===== src/rtl/reel_scroller.sv =====
// reel_scroller: raster-to-sprite-ROM address generator and per-reel spin/stop
// sequencing for the slot-machine reel display.
//
// Optional feature macro: REEL_DECEL_EN
//   defined   - a stopping reel decelerates by 1 px/frame down to STOP_SPEED,
//               then lands on the next symbol boundary it reaches.
//   undefined - a stopping reel keeps its spin speed and lands on the next
//               symbol boundary it reaches.
//
// Per-reel states:
//   state       | meaning
//   ------------+-----------------------------------------------------------
//   ST_IDLE     | reel parked on a symbol boundary, speed 0, result valid
//   ST_SPIN     | reel scrolling at speed px per frame_tick
//   ST_STOPPING | stop requested; scrolling until the next boundary is reached
module reel_scroller #(
    parameter int NUM_REELS   = 3,
    parameter int REEL_X0     = 160,
    parameter int REEL_PITCH  = 128,
    parameter int REEL_Y0     = 144,
    parameter int MAX_SPEED   = 16,
    parameter int STOP_SPEED  = 4,
    parameter int ROM_LATENCY = 2
) (
    input  logic                   clk,
    input  logic                   reset,
    input  logic [9:0]             hcount,
    input  logic [9:0]             vcount,
    input  logic                   frame_tick,
    input  logic                   start,
    input  logic [NUM_REELS-1:0]   stop_req,
    output logic [2:0]             sprite_idx,
    output logic [5:0]             x_in_sprite,
    output logic [5:0]             y_in_sprite,
    output logic                   pix_en,
    output logic [NUM_REELS-1:0]   spinning,
    output logic                   all_stopped,
    output logic [3*NUM_REELS-1:0] result
);

    typedef enum logic [1:0] {
        ST_IDLE     = 2'd0,
        ST_SPIN     = 2'd1,
        ST_STOPPING = 2'd2
    } reel_state_t;

    localparam logic [6:0] MAX_SPD = 7'(MAX_SPEED);
`ifdef REEL_DECEL_EN
    localparam logic [6:0] STOP_SPD = 7'(STOP_SPEED);
`endif

    // Reject parameter sets the datapath widths cannot represent.
    if (MAX_SPEED < 1 || MAX_SPEED > 64) begin : g_bad_max_speed
        $error("reel_scroller: MAX_SPEED must be 1..64");
    end
    if (STOP_SPEED < 1 || STOP_SPEED > MAX_SPEED) begin : g_bad_stop_speed
        $error("reel_scroller: STOP_SPEED must be 1..MAX_SPEED");
    end
    if (ROM_LATENCY < 1) begin : g_bad_rom_latency
        $error("reel_scroller: ROM_LATENCY must be at least 1");
    end

    reel_state_t state_q  [NUM_REELS];
    reel_state_t state_d  [NUM_REELS];
    logic [8:0]  pos_q    [NUM_REELS];
    logic [8:0]  pos_d    [NUM_REELS];
    logic [6:0]  speed_q  [NUM_REELS];
    logic [6:0]  speed_d  [NUM_REELS];
    logic [2:0]  result_q [NUM_REELS];
    logic [2:0]  result_d [NUM_REELS];

    logic                 start_acc;
    logic [NUM_REELS-1:0] busy_c;

    // Position advance around the 448-row strip; the sum never reaches 896,
    // so one conditional subtract is enough.
    function automatic logic [8:0] wrap_add(input logic [8:0] p, input logic [6:0] s);
        logic [9:0] t;
        t = {1'b0, p} + {3'b000, s};
        if (t >= 10'd448) begin
            t = t - 10'd448;
        end
        return t[8:0];
    endfunction

    function automatic logic [2:0] next_sym(input logic [2:0] k);
        return (k >= 3'd6) ? 3'd0 : k + 3'd1;
    endfunction

    // True when this frame's move would reach or cross a symbol boundary.
    function automatic logic lands(input logic [8:0] p, input logic [6:0] s);
        return ({2'b00, p[5:0]} + {1'b0, s}) >= 8'd64;
    endfunction

    // ---------------------------------------------------------------
    // Raster mapping
    // ---------------------------------------------------------------
    logic [10:0]          dy_full;
    logic                 row_hit;
    logic [NUM_REELS-1:0] reel_hit;
    logic [5:0]           reel_x [NUM_REELS];
    logic [8:0]           reel_s [NUM_REELS];

    assign dy_full = {1'b0, vcount} - 11'(REEL_Y0);
    assign row_hit = ({1'b0, vcount} >= 11'(REEL_Y0)) && (dy_full < 11'd192);

    for (genvar g = 0; g < NUM_REELS; g++) begin : g_reel_map
        localparam logic [10:0] ORG = 11'(REEL_X0 + g * REEL_PITCH);
        logic [10:0] dx;
        logic [9:0]  sum;

        assign dx          = {1'b0, hcount} - ORG;
        assign reel_hit[g] = row_hit && ({1'b0, hcount} >= ORG) && (dx < 11'd64);
        assign reel_x[g]   = dx[5:0];
        assign sum         = {2'b00, dy_full[7:0]} + {1'b0, pos_q[g]};
        assign reel_s[g]   = (sum >= 10'd448) ? 9'(sum - 10'd448) : sum[8:0];
        assign result[3*g +: 3] = result_q[g];
    end

    logic       addr_hit;
    logic [2:0] idx_c;
    logic [5:0] x_c;
    logic [5:0] y_c;

    // Select the reel window the beam is in; everything is zero outside all windows.
    always_comb begin
        addr_hit = 1'b0;
        idx_c    = 3'd0;
        x_c      = 6'd0;
        y_c      = 6'd0;
        for (int r = 0; r < NUM_REELS; r++) begin
            if (reel_hit[r]) begin
                addr_hit = 1'b1;
                idx_c    = reel_s[r][8:6];
                x_c      = reel_x[r];
                y_c      = reel_s[r][5:0];
            end
        end
    end

    logic [ROM_LATENCY:0] pix_pipe;

    // Registered ROM address plus the window qualifier delayed to match pixel_rgb.
    always_ff @(posedge clk) begin
        if (reset) begin
            sprite_idx  <= 3'd0;
            x_in_sprite <= 6'd0;
            y_in_sprite <= 6'd0;
            pix_pipe    <= '0;
        end else begin
            sprite_idx  <= idx_c;
            x_in_sprite <= x_c;
            y_in_sprite <= y_c;
            pix_pipe    <= {pix_pipe[ROM_LATENCY-1:0], addr_hit};
        end
    end

    assign pix_en = pix_pipe[ROM_LATENCY];

    // ---------------------------------------------------------------
    // Reel state machines
    // ---------------------------------------------------------------

    // Next state, position, speed and latched result for every reel.
    always_comb begin
        start_acc = start && all_stopped;
        for (int r = 0; r < NUM_REELS; r++) begin
            state_d[r]  = state_q[r];
            pos_d[r]    = pos_q[r];
            speed_d[r]  = speed_q[r];
            result_d[r] = result_q[r];
            busy_c[r]   = (state_q[r] != ST_IDLE);
            case (state_q[r])
                ST_IDLE: begin
                    if (start_acc) begin
                        state_d[r] = ST_SPIN;
                        speed_d[r] = MAX_SPD;
                    end
                end
                ST_SPIN: begin
                    if (frame_tick) begin
                        pos_d[r] = wrap_add(pos_q[r], speed_q[r]);
                    end
                    if (stop_req[r] && !start_acc) begin
                        state_d[r] = ST_STOPPING;
                    end
                end
                ST_STOPPING: begin
                    if (frame_tick) begin
`ifdef REEL_DECEL_EN
                        if (speed_q[r] > STOP_SPD) begin
                            pos_d[r]   = wrap_add(pos_q[r], speed_q[r]);
                            speed_d[r] = speed_q[r] - 7'd1;
                        end else
`endif
                        if (lands(pos_q[r], speed_q[r])) begin
                            pos_d[r]    = {next_sym(pos_q[r][8:6]), 6'd0};
                            speed_d[r]  = 7'd0;
                            state_d[r]  = ST_IDLE;
                            result_d[r] = next_sym(next_sym(pos_q[r][8:6]));
                        end else begin
                            pos_d[r] = wrap_add(pos_q[r], speed_q[r]);
                        end
                    end
                end
                default: begin
                    state_d[r] = ST_IDLE;
                    speed_d[r] = 7'd0;
                end
            endcase
        end
    end

    // Reel state registers; reset parks every reel on symbol 0.
    always_ff @(posedge clk) begin
        if (reset) begin
            for (int r = 0; r < NUM_REELS; r++) begin
                state_q[r]  <= ST_IDLE;
                pos_q[r]    <= 9'd0;
                speed_q[r]  <= 7'd0;
                result_q[r] <= 3'd1;
            end
        end else begin
            for (int r = 0; r < NUM_REELS; r++) begin
                state_q[r]  <= state_d[r];
                pos_q[r]    <= pos_d[r];
                speed_q[r]  <= speed_d[r];
                result_q[r] <= result_d[r];
            end
        end
    end

    // Status flags follow the state registers by one cycle, so result is settled
    // by the time all_stopped rises.
    always_ff @(posedge clk) begin
        if (reset) begin
            spinning    <= '0;
            all_stopped <= 1'b1;
        end else begin
            spinning    <= busy_c;
            all_stopped <= ~|busy_c;
        end
    end

endmodule


===== config.mk =====
export PLATFORM = sky130hd
export DESIGN_NAME = reel_scroller
export DESIGN_NICKNAME = d
export VERILOG_FILES = /design/src/rtl/reel_scroller.sv
export SDC_FILE = /design/constraint.sdc
export NUM_CORES = 1
export LEC_CHECK = 0
export CAP_MARGIN = 20
export CELL_PAD_IN_SITES_DETAIL_PLACEMENT = 1
export CELL_PAD_IN_SITES_GLOBAL_PLACEMENT = 2
export CORE_MARGIN = 2
export CORE_UTILIZATION = 35
export CTS_CLUSTER_DIAMETER = 100
export DETAILED_ROUTE_END_ITERATION = 10
export GPL_TIMING_DRIVEN = 1
export PLACE_DENSITY_LB_ADDON = 0.1
export SETUP_SLACK_MARGIN = 0.3
export SLEW_MARGIN = 5
export SYNTH_ARGS = -nofsm -noshare
export SYNTH_HDL_FRONTEND = slang
export SYNTH_SLANG_ARGS = --single-unit

===== constraint.sdc =====
create_clock -name clk -period 6.3 [get_ports clk]
set_input_delay 1.26 -clock clk [delete_from_list [all_inputs] [get_ports clk]]
set_output_delay 1.26 -clock clk [all_outputs]
set_load 0.05 [all_outputs]

# Yosys cells after proc, flatten, opt, wreduce, memory -nomap -nowiden
# Memories as Yosys holds them, arrays and structs flattened.
# Index checks and enable logic that the tools add are counted.
dict set report word_totals {
  inputBits 27
  out_inout_bits 29
  n_memories 4
  wordCells 183
  regBits 22
  ramBits 63
}
dict set report classes {
  eq_ne 6
  n_lt_le_gt_ge 23
  n_reduce_logical 20
  bitwise_logic 12
  mux 87
  addsub 25
}
# memory depth word_bits rd rd_clocked_by_memory_dff wr line
set mem_list {}
lappend mem_list {pos_q 3 9 3 0 3 65} ;# logic [8:0] pos_q [NUM_REELS];
lappend mem_list {speed_q 3 7 3 0 3 67} ;# logic [6:0] speed_q [NUM_REELS];
lappend mem_list {result_q 3 3 3 0 3 69} ;# logic [2:0] result_q [NUM_REELS];
lappend mem_list {state_q 3 2 3 0 3 63} ;# reel_state_t state_q [NUM_REELS];
# cell n
set ops {}
lappend ops {{$mux 9} 18}
lappend ops {{$mux 7} 12}
lappend ops {{$ge 10x9->1 const B} 8}
lappend ops {{$mux 3} 21}
lappend ops {{$pmux 7 s3} 3}
lappend ops {{$pmux 9 s2} 3}
lappend ops {{$sub 9x9->9 const B} 6}
lappend ops {{$mux 6} 6}
lappend ops {{$lt 11x7->1 const B} 3}
lappend ops {{$add 8x9->10} 3}
lappend ops {{$add 9x7->10} 3}
lappend ops {{$mux 2} 15}
lappend ops {{$add 6x7->8} 3}
lappend ops {{$ge 8x7->1 const B} 3}
lappend ops {{$sub 10x8->11 const B} 2}
lappend ops {{$sub 10x9->11 const B} 2}
lappend ops {{$ge 10x8->1 const B} 2}
lappend ops {{$add 3x1->3 const B} 6}
lappend ops {{$ge 3x3->1 const B} 6}
lappend ops {{$pmux 2 s3} 3}
lappend ops {{$or 1x1->1} 12}
lappend ops {{$logic_and 1x1->1} 11}
lappend ops {{$lt 11x8->1 const B} 1}
lappend ops {{$eq 2x1->1 const B} 3}
lappend ops {{6 further kinds} 18}

# Longest topological paths before layout
# Gate-level depths: netlist (run 1).
# An unclocked memory read counts as a cell.
dict set report logic_depth {
  depth_word 9
  depth_mapped 14
  depth_no_buf 14
}

# Least setup slack after synthesis (run 1)
# OpenSTA, ideal clock, no wires.
dict set report synth_timing {
  path_kind {input to register}
  startpoint {in vcount[4]}
  endpoint {reg sprite_idx[1]}
  setup_slack_ns 2.594
  cell_stages 14
  t_arrival_ns 3.576
  setup_time_ns 0.130
  n_path_buf 0
  required_time_ns 6.170
  path_cell_list {inv_1 > ha_1 > inv_1 > ha_1 > a21o_1 > a21oi_1 > xnor2_1 > ha_1 > a21boi_0 > o21ai_0 > o221ai_1 > mux2_2 > nand3_1 > o211ai_1}
}
dict set report synth_between {
  elab_chain_cells 8
  word_cells_on_any_way 25
  cone_classes {add/sub (7); order compare (5); mux (6); reduce/logical (7)}
}
# element line
set synth_rtl {}
lappend synth_rtl {{from (decl)} 28} ;# input logic [9:0] vcount,
lappend synth_rtl {{branches (longest 7 deep; another with $sub 10x8->11)} n/a}
lappend synth_rtl {{$mux 3 (*)} 132} ;# if (reel_hit[r]) begin
lappend synth_rtl {{to (signal assigned)} 151} ;# sprite_idx <= idx_c;
lappend synth_rtl {{to (decl)} 32} ;# output logic [2:0] sprite_idx,
# Every way passes the cells marked *.
# A chain may end at the register's enable or synchronous reset.

# Worst setup path in the final report (run 1)
# Same ends and word-level chain as after synthesis.

==> results of run 1 <==
==> layout by cell type, fill, tap and decap left out, drive strengths merged, types with 8 or more instances in the layout <==
cell type,instances
a21oi,33
and2,10
clkdlybuf4s50,55
dfxtp,55
ha,39
inv,17
nand2,44
nand2b,10
nand3,21
nor2,48
nor2b,10
nor3,11
o211ai,8
o21ai,10
xnor2,17
xor2,13
==> kinds of logic (layout without fill, tap and decap cells) <==
family | Yosys count | count (layout) | share of synthesized area, %
xor gates and xnor gates | 30 | 30 | 7.28
and+or+nand+nor | 177 | 177 | 23.7
other | 1 | 1 | 0.101
buffers and inverters | 29 | 80 | 3.10
AOI/OAI and AO/OA | 107 | 107 | 19.8
DFF | 55 | 55 | 29.6
muxes | 11 | 11 | 3.20
adders and majority gates | 39 | 39 | 13.1
==> critical path: cells and delay by family <==
family,cells,cell delay (ns)
multiplexers,1,0.37
buffers and inverters,2,0.61
AO/OA/AOI/OAI,5,0.77
AND/OR/NAND/NOR,3,0.46
adder cells (fa/ha/maj),3,0.82
XOR/XNOR,1,0.18
==> area by class of cell <==
cell class	count	area share, %
clock buffers	5	1.54
clock inverters	3	0.531
inverters	16	1.34
multi-input cells	365	55.8
flip-flops and latches	55	24.6
well taps	136	3.80
repair buffers	56	12.5
==> metrics by stage <==
step / total power, W / cell area (um2) / worst slack (ns) / util, % / cells
6_report: 0.000762 / 4480 / 2.02 / 43.4 / 636
5_1_grt: 0.000813 / 4480 / 1.83 / 43.4 / 636
4_1_cts: 0.000781 / 4480 / 2.05 / 43.4 / 636
3_5_place_dp: 0.000564 / 4390 / 1.72 / 42.5 / 628
3_3_place_gp: 0.000558 / 4390 / 1.90 / 42.5 / 628
2_1_floorplan: 0.000504 / 3710 / 2.59 / - / 449
==> sequential cells by signal, summed over array words and instances (netlist names) <==
signal,flops
result_q,9
x_in_sprite,6
all_stopped,1
sprite_idx,3
spinning,3
pix_pipe,3
state_q,6
speed_q,3
pos_q,15
y_in_sprite,6
==> path summary, 6_finish.rpt <==
path / end / cells after the start / startpoint
min reg2reg: pix_pipe[2] / 1 / pix_pipe[1]
max reg2reg: sprite_idx[1] / 11 / pos_q[0][14]
max: sprite_idx[1] / 15 / vcount[4]
min: pix_pipe[2] / 1 / pix_pipe[1]
==> power groups by stage <==
stage,logic [W],registers (W),clock network (W)
detailed placement,0.000179,0.000385,0
finish,0.000178,0.000377,0.000206
global route,0.000200,0.000380,0.000233
CTS,0.000180,0.000378,0.000224
global placement,0.000174,0.000385,0
floorplan,0.000112,0.000392,0
==> per-layer routing <==
| metal | share of wire (%) | global-route usage [%] | wire, um | vias up |
|---|---|---|---|---|
| met5 | 0 | 0 | 0 | - |
| met4 | 1.3 | 3.99 | 121 | 0 |
| met3 | 3.0 | 2.43 | 284 | 10 |
| met2 | 45 | 29.3 | 4230 | 57 |
| met1 | 51 | 22.3 | 4790 | 1553 |
| li1 | - | - | - | 1712 |
==> metrics.md, run 1 <==
| Metric | Value |
|---|---|
| Min-Delay Path Class | `reg2reg` |
| Total global-route track usage | `17.0%` |
| Ports | `56` |
| CTS max path bufs | `2` |
| Fmax | `0.234 GHz` |
| H-tree depth | `2` |
| Crit path max fanout | `4` |
| Final setup viols | `0` |
| Clk sinks | `55` |
| Max_cap viols | `0` |
| Drt pass-1 iters | `5` |
| First-pass GRT wire length | `16000 um` |
| R2r setup slk | `3.58 ns` |
| Area of the die | `11500 um2` |
| Final worst-path cycle share | `67.9%` |
| Clock Tree Root | `clkbuf_8` |
| Register area | `1100 um2` |
| Setup tns final | `0 ns` |
| Share of post-route cells with drive strength above 1 | `4.00%` |
| # DRC | `0` |
| Footprint of the multi-input gates | `2500 um2` |
| Initial Utilization | `36.0%` |
| Post-DP HPWL | `7370 um` |
| Post-Syn Area | `3710 um2` |
| Synth area leader | `dfxtp_1` |
| Most frequent cell after synthesis | `dfxtp_1` |
| FP Rows | `37` |
| EDFF count, synth | `0` |
| Wire per inst | `14.8 um` |
| RSZ-0062 raised after global routing | `no` |
| Fin nets | `565` |
| Routed WL | `9430 um` |
| Post-Syn Nets | `515` |
| CTS buffer count | `5` |
| Fin. Hold Viols | `0` |
| Number of global-route vias before repair | `3390` |
| Core Box Area | `10300 um2` |
| Gate power share | `23.4%` |
| Vias per std cell | `5.24` |
| Yosys cell types | `63` |
| CP peak stage delay | `0.50 ns` |
| Gate Count Post-Synth | `449` |
| Area Overhead vs Synth | `20.6%` |
| N_diodes | `0` |
| Post-Syn Area per Cell | `8.27 um2` |
| Setup Buffers After CTS | `0` |
| # port buffers | `55` |
| Power share of the sequential group | `49.5%` |
| Antenna Nets Post-Route | `0` |
| Chip height | `107 um` |
| Fillers | `1248` |
| Slew HR | `46.5%` |
| Register area share after synthesis | `29.6%` |
| Clock share of power | `27.1%` |
| Ys Warns | `0` |
| Most frequent CP cell | `ha_1` |
| PD cells | `170 nW/um2` |
| GPL Wtd Cong | `0.899` |
| Clock latency on the worst-skew pair | `0.31 ns` |
| Top cells by area, synth | `dfxtp_1, ha_1, nor2_1` |
| CTS tree | `done` |
| Sw frac | `31.9%` |
| Slew @ Worst Pin | `0.795 ns` |
| Setup crit start kind | `input port` |
| Final Slew Violations | `0` |
| Cell Chain, Critical Path | `clkdlybuf4s50_1, inv_1, ha_1, nor2b_1, nand2b_1, ha_1, a21oi_1, xnor2_1, ha_1, a21boi_0, o21ai_0, o221ai_1, mux2_2, nand3_1, o211ai_1` |
| Largest net degree at the start of global routing | `38` |
| Hold_buf cts | `0` |
| Req. time, crit path | `6.48 ns` |
| Async set or reset register ratio after synthesis | `0%` |
| Min cycle time layout | `4.28 ns` |
| Vias | `3332` |
| Status | `finished, final reports clean` |
| NetSw | `0.000243 W` |
| Peak supply drop | `0.0000952 V` |
| Yosys top cell area share | `29.6%` |
| P_leak | `1.75 nW` |
| Gr ovfl total | `0` |
| Iter 0 DRT Violations | `84` |
| Worst EP arrival | `4.46 ns` |
| Clk pin slew, worst setup/hold paths | `0.11 ns` |
| P_int | `0.000519 W` |
| Critical path class | `in2reg` |
| Worst setup EP type | `flop` |
| Clock skew | `0.00563 ns` |
| DIE WIDTH | `107 um` |
| Top cells by count, synth | `dfxtp_1, nor2_1, nand2_1` |
| Hold WS | `0.458 ns` |
| Antenna violations before repair | `0` |
| Post-CTS Resized | `0` |
| Prevailing post-synth register cell | `dfxtp_1` |
| Post-synthesis register bit count | `55` |
| Slowest-stage cell, CP | `clkdlybuf4s50_1` |
Note: power is estimated with default switching activity, not from simulation.
==> inputs of run 2 (changes only) <==
--- a/config.mk
+++ b/config.mk
@@ -9,7 +9,7 @@
 export CELL_PAD_IN_SITES_DETAIL_PLACEMENT = 1
 export CELL_PAD_IN_SITES_GLOBAL_PLACEMENT = 2
 export CORE_MARGIN = 2
-export CORE_UTILIZATION = 35
+export CORE_UTILIZATION = 32
 export CTS_CLUSTER_DIAMETER = 100
 export DETAILED_ROUTE_END_ITERATION = 10
 export GPL_TIMING_DRIVEN = 1
==> constraint.sdc (replaced) <==
create_clock -name clk -period 4.2 [get_ports clk]
set_input_delay 0.84 -clock clk [delete_from_list [all_inputs] [get_ports clk]]
set_output_delay 0.84 -clock clk [all_outputs]
set_load 0.05 [all_outputs]
==> metrics.md, run 2 (same netlist as run 1, synthesis figures left out) <==
| Metric | Value |
|---|---|
| Status | `finished, final reports clean` |
| CP peak stage delay | `0.50 ns (about the same)` |
| Hold_buf cts | `0 (unchanged)` |
| Slew @ Worst Pin | `0.781 ns (-0.0139 ns)` |
| Vias | `3350 (+0.54%)` |
| Share of post-route cells with drive strength above 1 | `4.41% (+0.41 points)` |
| Final Slew Violations | `0 (unchanged)` |
| Clock latency on the worst-skew pair | `0.29 ns (-0.02 ns)` |
| Initial Utilization | `32.7% (-3.3 points)` |
| Worst EP arrival | `3.93 ns (-0.53 ns)` |
| Regs by FF count | `pos_q: 15 flops, result_q: 9 flops` |
| Peak supply drop | `0.000186 V (+95%)` |
| Clock skew | `0.00693 ns (+0.00130 ns)` |
| Cell Chain, Critical Path | `clkdlybuf4s50_1, inv_1, ha_1, inv_1, ha_1, a21o_1, a21oi_2, xnor2_1, ha_2, a21boi_1, o21ai_0, o221ai_1, mux2_2, nand3_1, o211ai_1` |
| CTS tree | `done` |
| First-pass GRT wire length | `17300 um (+8.3%)` |
| Wire per inst | `15.9 um (+7.6%)` |
| Clock Tree Root | `clkbuf_16` |
| Vias per std cell | `5.22 (-0.40%)` |
| Worst setup EP type | `flop` |
| Critical path's top delay family | `compound AO/OA/AOI/OAI gates` |
| Post-DP HPWL | `8070 um (+9.4%)` |
| CTS max path bufs | `2 (unchanged)` |
| Clk sinks | `55 (unchanged)` |
| CP bufs+invs | `3 (+1)` |
| Max_cap viols | `0 (unchanged)` |
| Final worst-path cycle share | `89.5%` |
| Largest register FFs | `15 (unchanged)` |
| Fin. Hold Viols | `0 (unchanged)` |
| Clk pin slew, worst setup/hold paths | `0.07 ns (-0.04 ns)` |
| H-tree depth | `2 (unchanged)` |
| Routed WL | `10200 um (+8.6%)` |
| RSZ-0062 raised after global routing | `yes` |
| Crit path max fanout | `4 (unchanged)` |
| N_diodes | `0 (unchanged)` |
| Final setup viols | `0 (unchanged)` |
| Req. time, crit path | `4.37 ns (-2.11 ns)` |
| Total global-route track usage | `16.8% (-0.15 points)` |
| CTS buffer count | `5 (unchanged)` |
| Area Overhead vs Synth | `23.0%` |
| PD cells | `286 nW/um2 (+68%)` |
| DIE WIDTH | `112 um (+4.4%)` |
| Number of global-route vias before repair | `3467 (+2.3%)` |
| Slowest-stage cell, CP | `clkdlybuf4s50_1` |
| Largest net degree at the start of global routing | `37 (-2.6%)` |
| Critical path class | `in2reg` |
| # DRC | `0 (unchanged)` |
| Area of the die | `12500 um2 (+9.0%)` |
| Gr ovfl total | `0 (unchanged)` |
| Slew HR | `47.4% (+0.93 points)` |
| Setup crit start kind | `input port` |
| Ports | `56 (unchanged)` |
| Drt pass-1 iters | `4 (-1)` |
| Top register by number of flip-flops | `pos_q` |
| GPL Wtd Cong | `0.877 (-2.5%)` |
| Min-Delay Path Class | `reg2reg` |
| P_leak | `1.79 nW (+1.8%)` |
| Power Total | `0.00131 W (+71%)` |
| Most frequent cells in the layout | `dfxtp_1, clkdlybuf4s50_1, nor2_1` |
| Antenna violations before repair | `0 (unchanged)` |
| Fin nets | `565 (unchanged)` |
| # port buffers | `55 (unchanged)` |
| Core Box Area | `11400 um2 (+10%)` |
| FP Rows | `39 (+5.4%)` |
| Min cycle time layout | `3.76 ns` |
| Antenna Nets Post-Route | `0 (unchanged)` |
| Chip height | `112 um (+4.4%)` |
| Iter 0 DRT Violations | `130 (+55%)` |
| Setup tns final | `0 ns (unchanged)` |
| Setup Buffers After CTS | `0 (unchanged)` |
| Fmax | `0.266 GHz` |
[run 2: metrics by stage]
step / util [%] / setup slack (ns) / instances / cell area (um2) / hold WS [ns]
finish: 40.2 / 0.441 / 642 / 4570 / 0.444
floorplan: - / 0.914 / 449 / 3710 / 0.414
CTS: 40.1 / 0.310 / 642 / 4550 / 0.458
global placement: 38.7 / 0.144 / 635 / 4400 / 0.423
detailed placement: 38.7 / 0.0260 / 635 / 4400 / 0.440
global route: 40.2 / 0.228 / 642 / 4570 / 0.476
[run 2: worst paths after layout]
path                     start            end  slack [ns]  cells past startpoint
hold / removal     pix_pipe[1]    pix_pipe[2]        0.44                      1
setup / recovery     vcount[4]  sprite_idx[1]        0.44                     15
setup reg to reg  pos_q[0][14]  sprite_idx[1]        1.57                     11
hold reg to reg    pix_pipe[1]    pix_pipe[2]        0.44                      1
[run 2: cell type report]
class	instances	area, um2
well taps	143	179
clock inverters	1	30.0
clock buffers	6	129
repair buffers	56	558
fillers	1365	6800
multi-input cells	365	2510
flip-flops and latches	55	1100
inverters	16	60.1
[run 2: layer usage]
layer	GRT usage [%]	wire [um]	vias up
met2	28.3	4710	60
met4	4.20	125	0
met1	22.2	5030	1567
li1	-	-	1715
met5	0	0	-
met3	3.32	376	8
[run 2: repair_timing]
item | in CTS | in global routing
gates resized for setup | 0 | 5
setup endpoints to repair | 0 | 2
hold endpoints to repair | 0 | 0
[run 2: power by group]
part	switching [W]	total, W	internal, W	leakage [nW]
clock	0.000187	0.000465	0.000279	0.0769
combinational	0.000158	0.000275	0.000117	1.26
sequential	0.0000244	0.000566	0.000542	0.446
==> inputs of run 3 (changes only) <==
--- a/config.mk
+++ b/config.mk
@@ -15,7 +15,6 @@
 export GPL_TIMING_DRIVEN = 1
 export PLACE_DENSITY_LB_ADDON = 0.1
 export SETUP_SLACK_MARGIN = 0.3
-export SLEW_MARGIN = 5
 export SYNTH_ARGS = -nofsm -noshare
 export SYNTH_HDL_FRONTEND = slang
 export SYNTH_SLANG_ARGS = --single-unit
==> results of run 3 <==
No change in the layout: final DEF, timing and power equal those of run 2.
